$ cat src/rtl/conv_run_ctrl_if.sv
// conv_run_ctrl_if -- link between the run controller and the convolution engine.
//   conv_start                 : one-cycle run start pulse (ctrl -> engine)
//   conv_kernel/_valid/_ready  : kernel element stream, valid&ready handshake
//   conv_out_valid/_elem       : result stream from the engine (no back-pressure)
//   conv_out_row_idx/_col_idx  : result position, rows 0-7, cols 0-9
//   conv_out_last              : marks the final result of a run
// master = controller side, slave = engine side.
interface conv_run_ctrl_if #(
  parameter int ACC_WIDTH = 12
);
  logic                 conv_start;
  logic [3:0]           conv_kernel;
  logic                 conv_kernel_valid;
  logic                 conv_kernel_ready;
  logic                 conv_out_valid;
  logic [ACC_WIDTH-1:0] conv_out_elem;
  logic [3:0]           conv_out_row_idx;
  logic [3:0]           conv_out_col_idx;
  logic                 conv_out_last;

  modport master (
    output conv_start, conv_kernel, conv_kernel_valid,
    input  conv_kernel_ready, conv_out_valid, conv_out_elem,
           conv_out_row_idx, conv_out_col_idx, conv_out_last
  );

  modport slave (
    input  conv_start, conv_kernel, conv_kernel_valid,
    output conv_kernel_ready, conv_out_valid, conv_out_elem,
           conv_out_row_idx, conv_out_col_idx, conv_out_last
  );
endinterface

$ cat src/rtl/conv_run_ctrl.sv
// conv_run_ctrl -- sequences one convolution run: feeds the 9-entry kernel to the
// engine, captures the 8x10 result stream into a buffer and reports status.
// Ports:
//   clk, rst                : clock, synchronous active-high reset
//   eng (master)            : engine link (start, kernel stream, result stream)
//   i_req_run               : start request, honoured only in IDLE/DONE/ERR
//   i_kern_wr_en/addr/data  : kernel register write, honoured only in IDLE/DONE/ERR
//   i_rd_addr / o_rd_data   : result buffer read, 1-cycle latency, 0 beyond entry 79
//   o_run_busy/done/err     : run status
//   o_result_count          : results captured in the current run
//   o_run_cycles            : cycles from start through acceptance of the last result
module conv_run_ctrl #(
  parameter int ACC_WIDTH = 12,
  parameter int TIMEOUT   = 1023
) (
  input  logic                 clk,
  input  logic                 rst,
  conv_run_ctrl_if.master      eng,
  input  logic                 i_req_run,
  input  logic                 i_kern_wr_en,
  input  logic [3:0]           i_kern_wr_addr,
  input  logic [3:0]           i_kern_wr_data,
  input  logic [6:0]           i_rd_addr,
  output logic [ACC_WIDTH-1:0] o_rd_data,
  output logic                 o_run_busy,
  output logic                 o_run_done,
  output logic                 o_run_err,
  output logic [6:0]           o_result_count,
  output logic [15:0]          o_run_cycles
);
  localparam int TO_W = $clog2(TIMEOUT + 1);

  typedef enum logic [2:0] {S_IDLE, S_START, S_FEED, S_COLLECT, S_DONE, S_ERR} state_t;

  state_t               r_state, w_next;
  logic [3:0]           r_kmem [0:8];
  logic [3:0]           r_feed_idx;
  logic [TO_W-1:0]      r_to_cnt;
  logic [ACC_WIDTH-1:0] r_buf [0:79];
  logic [ACC_WIDTH-1:0] r_rd_data;
  logic                 r_busy, r_done, r_err;
  logic [6:0]           r_result_count;
  logic [15:0]          r_run_cycles;

  logic       w_idle, w_active, w_feeding, w_xfer, w_acc, w_oob, w_wr, w_to_hit, w_go_start;
  logic [6:0] w_waddr;

  assign w_idle    = (r_state == S_IDLE) || (r_state == S_DONE) || (r_state == S_ERR);
  assign w_active  = (r_state == S_FEED) || (r_state == S_COLLECT);
  assign w_feeding = (r_state == S_FEED) && (r_feed_idx < 4'd9);
  assign w_xfer    = w_feeding && eng.conv_kernel_ready;
  assign w_acc     = (r_state == S_COLLECT) && eng.conv_out_valid;
  assign w_oob     = (eng.conv_out_row_idx > 4'd7) || (eng.conv_out_col_idx > 4'd9);
  assign w_wr      = w_acc && !w_oob;
  assign w_waddr   = 7'(eng.conv_out_row_idx) * 7'd10 + 7'(eng.conv_out_col_idx);
  assign w_go_start = w_idle && i_req_run;
  // The idle counter would reach TIMEOUT on this edge with no progress event.
  assign w_to_hit  = w_active && !w_xfer && !w_acc && (r_to_cnt == TO_W'(TIMEOUT - 1));

  assign eng.conv_start        = (r_state == S_START);
  assign eng.conv_kernel_valid = w_feeding;
  assign eng.conv_kernel       = w_feeding ? r_kmem[r_feed_idx] : 4'd0;

  assign o_rd_data      = r_rd_data;
  assign o_run_busy     = r_busy;
  assign o_run_done     = r_done;
  assign o_run_err      = r_err;
  assign o_result_count = r_result_count;
  assign o_run_cycles   = r_run_cycles;

  always_ff @(posedge clk) begin
    if (rst) r_state <= S_IDLE;
    else     r_state <= w_next;
  end

  always_comb begin
    w_next = r_state;
    case (r_state)
      S_IDLE, S_DONE, S_ERR: if (i_req_run) w_next = S_START;
      S_START:               w_next = S_FEED;
      S_FEED: begin
        if (w_to_hit)                             w_next = S_ERR;
        else if (w_xfer && r_feed_idx == 4'd8)    w_next = S_COLLECT;
      end
      S_COLLECT: begin
        if (w_acc) begin
          if (w_oob)                   w_next = S_ERR;
          else if (eng.conv_out_last)  w_next = (r_result_count == 7'd79) ? S_DONE : S_ERR;
        end else if (w_to_hit) begin
          w_next = S_ERR;
        end
      end
      default:               w_next = S_IDLE;
    endcase
  end

  always_ff @(posedge clk) begin
    if (rst) begin
      for (int i = 0; i < 9; i++) r_kmem[i] <= '0;
      r_feed_idx     <= '0;
      r_to_cnt       <= '0;
      r_rd_data      <= '0;
      r_busy         <= 1'b0;
      r_done         <= 1'b0;
      r_err          <= 1'b0;
      r_result_count <= '0;
      r_run_cycles   <= '0;
    end else begin
      // Kernel write lands on the same edge that accepts req_run, so it is fed in that run.
      if (w_idle && i_kern_wr_en && (i_kern_wr_addr <= 4'd8))
        r_kmem[i_kern_wr_addr] <= i_kern_wr_data;

      r_rd_data <= (i_rd_addr < 7'd80) ? r_buf[i_rd_addr] : '0;

      if (r_state == S_START) r_feed_idx <= '0;
      else if (w_xfer)        r_feed_idx <= r_feed_idx + 4'd1;

      if ((r_state == S_START) || w_xfer || w_acc) r_to_cnt <= '0;
      else if (w_active)                           r_to_cnt <= r_to_cnt + TO_W'(1);

      // FEED/COLLECT span exactly the cycle after START through the last-result cycle.
      if (w_go_start)                              r_run_cycles <= '0;
      else if (w_active && r_run_cycles != 16'hFFFF) r_run_cycles <= r_run_cycles + 16'd1;

      if (w_go_start) begin
        r_result_count <= '0;
        r_busy         <= 1'b1;
        r_done         <= 1'b0;
        r_err          <= 1'b0;
      end else begin
        if (w_wr) r_result_count <= r_result_count + 7'd1;
        if ((r_state == S_COLLECT) && (w_next == S_DONE)) begin
          r_busy <= 1'b0;
          r_done <= 1'b1;
        end
        if ((r_state != S_ERR) && (w_next == S_ERR)) begin
          r_busy <= 1'b0;
          r_err  <= 1'b1;
        end
      end
    end
  end

  // Result storage keeps its contents across reset.
  always_ff @(posedge clk) begin
    if (!rst && w_wr) r_buf[w_waddr] <= eng.conv_out_elem;
  end
endmodule

$ cat src/flat_wrapper.sv
// flat-port wrapper written by rule: the top's interface ports become plain ports
module conv_run_ctrl_flat 
#(
  parameter int ACC_WIDTH = 12,
  parameter int TIMEOUT   = 1023
)
  (clk, rst, i_req_run, i_kern_wr_en, i_kern_wr_addr, i_kern_wr_data, i_rd_addr, o_rd_data, o_run_busy, o_run_done, o_run_err, o_result_count, o_run_cycles, eng_conv_start, eng_conv_kernel, eng_conv_kernel_valid, eng_conv_kernel_ready, eng_conv_out_valid, eng_conv_out_elem, eng_conv_out_row_idx, eng_conv_out_col_idx, eng_conv_out_last);
  conv_run_ctrl_if #(.ACC_WIDTH(ACC_WIDTH)) eng_i ();
  input  logic clk;
  input  logic rst;
  input  logic i_req_run;
  input  logic i_kern_wr_en;
  input  logic [3:0] i_kern_wr_addr;
  input  logic [3:0] i_kern_wr_data;
  input  logic [6:0] i_rd_addr;
  output logic [ACC_WIDTH-1:0] o_rd_data;
  output logic o_run_busy;
  output logic o_run_done;
  output logic o_run_err;
  output logic [6:0] o_result_count;
  output logic [15:0] o_run_cycles;
  output wire logic [$bits(eng_i.conv_start)-1:0] eng_conv_start;
  output wire logic [$bits(eng_i.conv_kernel)-1:0] eng_conv_kernel;
  output wire logic [$bits(eng_i.conv_kernel_valid)-1:0] eng_conv_kernel_valid;
  input wire logic [$bits(eng_i.conv_kernel_ready)-1:0] eng_conv_kernel_ready;
  input wire logic [$bits(eng_i.conv_out_valid)-1:0] eng_conv_out_valid;
  input wire logic [$bits(eng_i.conv_out_elem)-1:0] eng_conv_out_elem;
  input wire logic [$bits(eng_i.conv_out_row_idx)-1:0] eng_conv_out_row_idx;
  input wire logic [$bits(eng_i.conv_out_col_idx)-1:0] eng_conv_out_col_idx;
  input wire logic [$bits(eng_i.conv_out_last)-1:0] eng_conv_out_last;
  assign eng_conv_start = eng_i.conv_start;
  assign eng_conv_kernel = eng_i.conv_kernel;
  assign eng_conv_kernel_valid = eng_i.conv_kernel_valid;
  assign eng_i.conv_kernel_ready = eng_conv_kernel_ready;
  assign eng_i.conv_out_valid = eng_conv_out_valid;
  assign eng_i.conv_out_elem = eng_conv_out_elem;
  assign eng_i.conv_out_row_idx = eng_conv_out_row_idx;
  assign eng_i.conv_out_col_idx = eng_conv_out_col_idx;
  assign eng_i.conv_out_last = eng_conv_out_last;
  conv_run_ctrl #(.ACC_WIDTH(ACC_WIDTH), .TIMEOUT(TIMEOUT)) u_core (.clk(clk), .rst(rst), .eng(eng_i), .i_req_run(i_req_run), .i_kern_wr_en(i_kern_wr_en), .i_kern_wr_addr(i_kern_wr_addr), .i_kern_wr_data(i_kern_wr_data), .i_rd_addr(i_rd_addr), .o_rd_data(o_rd_data), .o_run_busy(o_run_busy), .o_run_done(o_run_done), .o_run_err(o_run_err), .o_result_count(o_result_count), .o_run_cycles(o_run_cycles));
endmodule
$ cat config.mk
export PLATFORM = sky130hd
export DESIGN_NAME = conv_run_ctrl_flat
export DESIGN_NICKNAME = d
export VERILOG_FILES = /design/src/rtl/conv_run_ctrl_if.sv /design/src/rtl/conv_run_ctrl.sv /design/src/flat_wrapper.sv
export SDC_FILE = /design/constraint.sdc
export NUM_CORES = 1
export LEC_CHECK = 0
export ABC_AREA = 1
export BUFFER_PORTS_ARGS = -buffer_cell sky130_fd_sc_hd__buf_4
export CAP_MARGIN = 20
export CORE_MARGIN = 1
export CORE_UTILIZATION = 50
export DETAILED_ROUTE_END_ITERATION = 16
export PLACE_DENSITY_LB_ADDON = 0.25
export SYNTH_ARGS = -nofsm -noshare
export SYNTH_HDL_FRONTEND = slang
export SYNTH_SLANG_ARGS = --single-unit
$ cat constraint.sdc
create_clock -name clk -period 7.1 [get_ports clk]
set_clock_uncertainty 0.1 [all_clocks]
set_input_delay 1.42 -clock clk [delete_from_list [all_inputs] [get_ports clk]]
set_output_delay 1.42 -clock clk [all_outputs]
set_load 0.05 [all_outputs]
After elaboration in Yosys (flattened, before gate mapping)
Memory sizes are Yosys's and may differ from the RTL's. A register that Yosys moved wholly into a read port is not among the register bits.
Index checks and enable logic that the tools add are counted.

cells by class
  reductions and logical operators = 33
  equal/unequal tests = 12
  muxes and demuxes = 25
  $mul = 1
  $add $sub $neg = 5
  bitwise gates (word level) = 1
  magnitude comparators = 5

operator list
  operator                                                       count
  two-way mux 3 bit                                              7
  two-way mux 4 bit                                              5
  adder 16 x 1 -> 16 bit, second input constant                  1
  != test 16 bit, second input constant                          1
  logical AND 1 bit                                              15
  equality test 3 bit, second input constant                     4
  two-way mux 1 bit                                              12
  one-hot mux 3 bit (4 select lines)                             1
  adder 10 x 1 -> 10 bit, second input constant                  1
  equality test 10 bit, second input constant                    1
  OR reduction 2 bit                                             4
  adder 7 x 1 -> 7 bit, second input constant                    1
  adder 7 x 4 -> 7 bit                                           1
  equality test 7 bit, second input constant                     1
  < comparator 7 bit, second input constant                      1
  equality test 3 x 2 -> 1 bit, second input constant            2
  logical OR 1 bit                                               6
  multiplier 4 x 3 -> 6 bit, second input constant               1
  adder 4 x 1 -> 4 bit, second input constant                    1
  equality test 4 bit, second input constant                     1
  greater-than comparator 4 x 3 -> 1 bit, second input constant  1
  greater-than comparator 4 bit, second input constant           1
  <= comparator 4 bit, second input constant                     1
  logical NOT 1 bit                                              4
  8 further kinds                                                8

word-level totals
  output and inout port bits = 44
  bits in writable memories = 996
  register bits after elaboration = 43
  memories = 2
  input port bits = 42
  logic and storage cells = 92

memories
  name           depth  bits a word  rd ports  clocked after memory_dff  wr ports  line                 RTL
  u_core.r_buf   80     12           1         1                         1         conv_run_ctrl.sv:39  logic [ACC_WIDTH-1:0] r_buf [0:79];
  u_core.r_kmem  9      4            1         1                         9         conv_run_ctrl.sv:36  logic [3:0] r_kmem [0:8];

Depth between registers and ports, before layout
Gate-level depths: netlist of the first run.

  depth after elaboration = 15
  depth in mapped cells = 14

Worst setup path after synthesis of the first run
No wires, ideal clock.

  kind = in2reg
  start point = input port eng_conv_out_row_idx[1]
  end point = memory u_core.r_buf[64][0] (enable)
  setup slack = 3008 ps
  path buffers = 0
  data arrival time = 3611 ps
  stages = 9
  setup time = 380 ps
  cell sequence = ha_1 ha_1 fa_1 inv_1 nor2_1 xor2_1 and2_1 nand2_1 nor2_1

on the way
  longest elaborated chain between the ends = 7
  elaborated cells on any way between the ends = 9
  classes of those cells = add/sub: 1; mul: 1; order compare: 1; mux: 2; reduce/logical: 4

ends and longest elaborated chain
  what                                                                          line                 RTL
  start: declaration                                                            flat_wrapper.sv:28   input wire logic [$bits(eng_i.conv_out_row_idx)-1:0] eng_conv_out_row_idx;
  parallel branches: the longest is 7 deep, another holds adder 7 x 4 -> 7 bit  --
  end: declaration                                                              conv_run_ctrl.sv:39

Several ways; the timed one is not identified.

Worst setup path in the final report of the first run
  start point = input port eng_conv_out_row_idx[1]
  end point = memory u_core.r_buf[71][5] (enable)

The elaborated chain is that of the path after synthesis.

==> results.tsv, run 1 <==
metric	value	unit
die_area	91700	sq um
slew_violations	0	
rsz0062_at_grt	false	
cts_hold_buf	0	
finalCriticalPeriod	4.56	ns
start_kind	input port	
outcome	completed	
synth-seq-cells	1083	
ios	86	
post-cts-setup-buffer-count	0	
tightest_slew	1.07	ns
grt_pass1_wl	175000	um
setup_tns	0	ns
netlist_area	45300	sq um
synthFlopType	edfxtp_1	
hold_path_depth	2	
max-slew-margin-rel	28.3	%
antenna_left	0	
worstPathArrival	4.75	ns
die_w	303	um
port-buffer-count	85	
cts-root-buf	clkbuf_16	
r2r-end	u_core.r_buf[70][0]	
setup_violations	0	
dp_hpwl	67900	um
cts_resized	0	
power.density	270	nW/um^2
fin_nets	4228	
path_class	input port to flip-flop	
core.rowCount	109	
yosysUniqueCellTypes	40	
maxCapViolCount	0	
wl_per_cell	21.6	um
clock-sinks	1083	
grt_overflow	0	
grt_max_degree	174	
worstPathRequired	7.29	ns
p_total	13600	uW
fin_ws	2.54	ns
core_area	89100	sq um
grt_pass1_vias	28893	
period_share	64.2	%
hold_slack	0.354	ns
antenna_found_initial	2	
r2r_start	u_core.r_state[1]	
cellLeakagePower	0.0187	uW
grt.total_usage	25.6	%
max_freq	0.219	GHz
min-delay-path-class	flip-flop to flip-flop	
syn_avg_cell_area	10.9	sq um
initial_core_util	50.8	%
yosysSeqAreaShare	70.5	%
drcViolationCount	0	
cts-htree-levels	3	
pre_cts_ws	1.90	ns
reg2regPathDepth	6	
place.gp.congestion	0.911	
critPathMaxFanout	12	
regToRegSetupSlack	3.43	ns
syn_to_final_growth	11.2	%
dr.pass1.iters	6	
worstSetupEndpoint	u_core.r_buf[71][5]	
cts_tree	built	
hold_start	u_core.o_run_err	
synth_edf_count	1024	
viasPerCell	5.60	
cts_buffers	111	
peakVddDrop	207	uV
cp-end-kind	flip-flop	
critPathLaunch	eng_conv_out_row_idx[1]	
final-hold-violation-count	0	
clk_latency	0.69	ns
synthCells	4135	
drt_iter0_drc	3526	
diodes	0	
vias	30397	
layout-drive-gt1-share	6.92	%
die_h	303	um
ys_warn_count	0	
async_flop_share	0	%
cts.reportedPaths.clkPinSlew	0.06	ns
clockBufferDepth	3	
post-route-util	56.5	%
totalWireLength	117000	um
## worst min path at each step
stage	slack [ns]	to
after floorplan	0.34	u_core.r_to_cnt[7]
after global placement	0.34	u_core.o_run_err
after detailed placement	0.35	u_core.o_run_err
after CTS	0.36	u_core.o_run_err
after global routing	0.38	u_core.o_run_err
final	0.35	u_core.o_run_err
## flip-flops by register name, summed over array words and instances (netlist names), named ones only
name and cells:
u_core.o_rd_data 12, u_core.r_feed_idx 4, u_core.o_run_busy 1, u_core.r_buf 960, u_core.o_run_err 1, u_core.o_run_done 1
u_core.o_result_count 7, u_core.r_state 3, u_core.o_run_cycles 16, u_core.r_to_cnt 10, u_core.r_kmem 64
## per-stage QoR
stage	std cells	cell area, sq um
after CTS	5424	50200
after detailed placement	5218	46700
final	5430	50300
after floorplan	4162	45400
after global placement	5217	46700
after global routing	5430	50300
## synth_stat cells (all sizes together) (8+ instances only)
cell,number,area [sq um]
nor3,13,65.1
o21ai,198,991
dfxtp,59,1180
o32ai,8,70.1
clkbuf,65,245
o211ai,40,300
edfxtp,1024,30700
and2,12,75.1
inv,258,968
xor2,15,131
buf,157,843
nor2,472,1790
o22ai,22,138
nand3,548,2780
ha,12,150
nand2,1156,4340
a21oi,44,220
## metal layers
layer | vias to the layer above | wire (um) | GRT usage [%]
li1 | 14158 | - | -
met1 | 14667 | 49100 | 36.2
met2 | 1310 | 54200 | 40.0
met3 | 260 | 9540 | 3.97
met4 | 2 | 4370 | 10.2
met5 | - | 12 | 0
## where the power goes
part	internal, uW	switching, uW	leakage [uW]	total, uW
clock	3230	2420	0.00172	5660
combinational	207	689	0.00723	896
sequential	7010	13.2	0.00975	7030
## worst max-delay path, cell delays in order
cell	delay [ns]
buf_4	0.13
ha_1	0.29
ha_1	0.20
fa_1	0.50
inv_1	0.06
nor2_1	0.14
xor2_1	0.47
and2_1	0.27
nand2_1	0.34
nor2_1	0.92
## cell type report
| class | instances | area [sq um] |
|---|---|---|
| Inverter | 264 | 1010 |
| Multi-Input combinational cell | 2593 | 11400 |
| Fill cell | 7317 | 38700 |
| Tap cell | 1165 | 1460 |
| Sequential cell | 1083 | 31900 |
| Clock buffer | 141 | 3000 |
| Timing Repair Buffer | 119 | 1050 |
| Clock inverter | 65 | 528 |
## placed cells by master (no fill, tap or decap), drive strengths merged, types with 7 or more instances in the layout
cell    count
conb       28
o21ai     198
and2       12
clkbuf    141
nor3       13
dfxtp      59
o32ai       8
nand3     548
nand2    1156
xor2       15
bufinv      7
o211ai     40
nor2      472
inv       264
clkinv     53
a21oi      44
ha         12
edfxtp   1024
o22ai      22
buf       119
## kinds of logic after synthesis
group	synth area share, %
xor+xnor	0.329
fa+ha+maj	0.420
buf+inv	4.59
compound gates	3.97
other cells	0.00828
flops	70.5
simple gates	20.1
No activity file was read; power rests on OpenSTA's default activity.
==> run 2, diff against run 1 <==
Settings changed: ABC_AREA 1 to 0.
Clock period 7.1 ns to 4.05 ns, I/O delays scaled along.
==> run 2 against run 1 <==
- power up 74%
- sequential power rose by 75%
- area after synthesis decreased by 6.2%
- critical path depth is 6 lower
- worst setup slack lost 2.2 ns
- via count is 28% lower
==> results.tsv, run 2 <==
metric	value	unit	change
outcome	completed		
critPathMaxFanout	16		+4
fin_nets	2445		-42%
hold_path_depth	1		-1
synth_fa_ha_area_share	0.448	%	+0.028 points
core.rowCount	106		-2.8%
cellLeakagePower	0.0161	uW	-14%
netlist_top_cells_area	edfxtp_1, mux4_2, dfxtp_1, mux2i_1, nor2_1		
tightest_slew	1.11	ns	+0.0402 ns
final_cell_mix	edfxtp_1, mux4_2, buf_4		
max-slew-margin-rel	25.8	%	-2.4 points
fin_ws	0.358	ns	-2.18 ns
largest_reg_flops	960		unchanged
synth_xor_area_share	0.722	%	+0.39 points
ys_warn_count	0		unchanged
synthTopCellsByCount	edfxtp_1, mux4_2, nor2_1		
vias	21849		-28%
grt_max_degree	81		-53%
ios	86		unchanged
drcViolationCount	0		unchanged
max_freq	0.271	GHz	
reg2regPathDepth	7		+1
synth_edf_count	1024		unchanged
port-buffer-count	85		unchanged
dp_hpwl	63900	um	-5.9%
start_kind	flip-flop		
grt_pass1_vias	21765		-25%
pre_cts_ws	0.154	ns	-1.75 ns
cts-root-buf	clkbuf_16		
cp-end-kind	output pin		
layout-drive-gt1-share	28.5	%	+22 points
cts_hold_buf	0		unchanged
antenna_found_initial	2		unchanged
synth_compound_area_share	2.56	%	-1.4 points
yosysSeqAreaShare	75.2	%	+4.7 points
dr.pass1.iters	7		+1
maxCapViolCount	0		unchanged
cts_resized	0		unchanged
peakVddDrop	373	uV	+80%
totalWireLength	101000	um	-14%
yosysUniqueCellTypes	58		+45%
viasPerCell	6.04		+7.9%
die_w	293	um	-3.2%
layout_commonest_cell	edfxtp_1		
initial_core_util	50.6	%	-0.20 points
synth_top_family_by_area	multiplexers		
path_class	flip-flop to output pin		
grt.total_usage	24.0	%	-1.6 points
worstHoldEndpoint	u_core.r_kmem[12][3]		
worstPathArrival	2.78	ns	-1.97 ns
worstPathRequired	3.14	ns	-4.15 ns
core_area	83800	sq um	-5.9%
die_area	86100	sq um	-6.2%
syn_avg_cell_area	20.3	sq um	+85%
synthSimpleGateAreaFrac	4.26	%	-16 points
cts.reportedPaths.clkPinSlew	0.06	ns	about the same
synth_top_cell_area_share	72.5	%	+4.5 points
grt_overflow	0		unchanged
cts-htree-levels	3		unchanged
hold_start	i_kern_wr_data[3]		
diodes	0		unchanged
top_register	u_core.r_buf		
clk_latency	0.68	ns	about the same
synthCells	2094		-49%
final-hold-violation-count	0		unchanged
grt_pass1_wl	150000	um	-14%
post-cts-setup-buffer-count	0		unchanged
yosysTopAreaCell	edfxtp_1		
period_share	91.2	%	
antenna_left	0		unchanged
hold_slack	0.349	ns	-0.00561 ns
rsz0062_at_grt	false		
synthFlopType	edfxtp_1		
wl_per_cell	28.0	um	+30%
r2r-end	u_core.r_buf[26][0]		
clock-sinks	1083		unchanged
place.gp.congestion	0.906		-0.47%
slew_violations	0		unchanged
finalCriticalPeriod	3.69	ns	
min-delay-path-class	input port to flip-flop		
netlist_area	42400	sq um	-6.2%
cts_buffers	109		-1.8%
syn_to_final_growth	15.6	%	
async_flop_share	0	%	unchanged
setup_violations	0		unchanged
cts_tree	built		
synth-seq-cells	1083		unchanged
yosysMostFrequentCell	edfxtp_1		
clockBufferDepth	3		unchanged
r2r_start	u_core.r_state[1]		
setup_tns	0	ns	unchanged
drt_iter0_drc	2566		-27%
synthMuxAreaShare	15.5	%	+15 points
regToRegSetupSlack	1.11	ns	-2.32 ns
die_h	293	um	-3.2%
power.density	482	nW/um^2	+79%
run 2: cell families (layout without fill, tap and decap cells):
group,count (synthesis),after routing
compound gates,151,151
xor+xnor,35,35
fa+ha+maj,14,14
other cells,1,28
buf+inv,110,471
simple gates,366,366
flops,1083,1083
mux,334,334
run 2: cell type report:
cell class	count	area, sq um
well taps	1134	1420
clock buffers	121	2840
fillers	6104	34700
repair buffers	257	2040
inverters	10	37.5
clock inverters	83	756
multi-input cells	928	10100
flip-flops and latches	1083	31900
run 2: layer usage:
layer	vias up	part of all wire [%]	wire length, um	global-route usage (%)
li1	9170	-	-	-
met1	11377	43	43800	36.7
met2	1150	45	45800	35.4
met3	150	9.2	9310	4.87
met4	2	2.4	2440	6.40
met5	-	0.0099	10	0
run 2: power breakdown:
group / internal, uW / switching (uW) / total [uW]
sequential: 12300 / 31.0 / 12300
combinational: 480 / 843 / 1320
clock: 5810 / 4190 / 10000
total: 18600 / 5070 / 23700
run 2: metrics by stage:
step	total power, uW	instances	area, sq um	util (%)
4_1_cts	23800	3615	49000	58.5
5_1_grt	24300	3616	49100	58.5
3_3_place_gp	13800	3411	45500	54.2
6_report	23700	3616	49100	58.5
2_1_floorplan	13300	2121	42500	-
3_5_place_dp	13900	3411	45500	54.2
run 2: worst max-delay path by stage:
stage | end | cells after the start | start
after floorplan | u_core.r_buf[0][0] | 8 | eng_conv_out_row_idx[1]
after global placement | u_core.r_buf[29][0] | 11 | eng_conv_out_row_idx[1]
after detailed placement | u_core.r_buf[30][4] | 11 | eng_conv_out_row_idx[1]
after CTS | eng_conv_kernel[3] | 4 | flip-flop
after global routing | eng_conv_kernel[2] | 4 | flip-flop
final | eng_conv_kernel[0] | 4 | flip-flop
run 2: worst max-delay path, cell delays in order (launching register included):
cell	delay [ns]
dfxtp_1	0.83
mux4_2	0.43
mux4_2	0.49
nor2b_1	0.16
buf_4	0.20
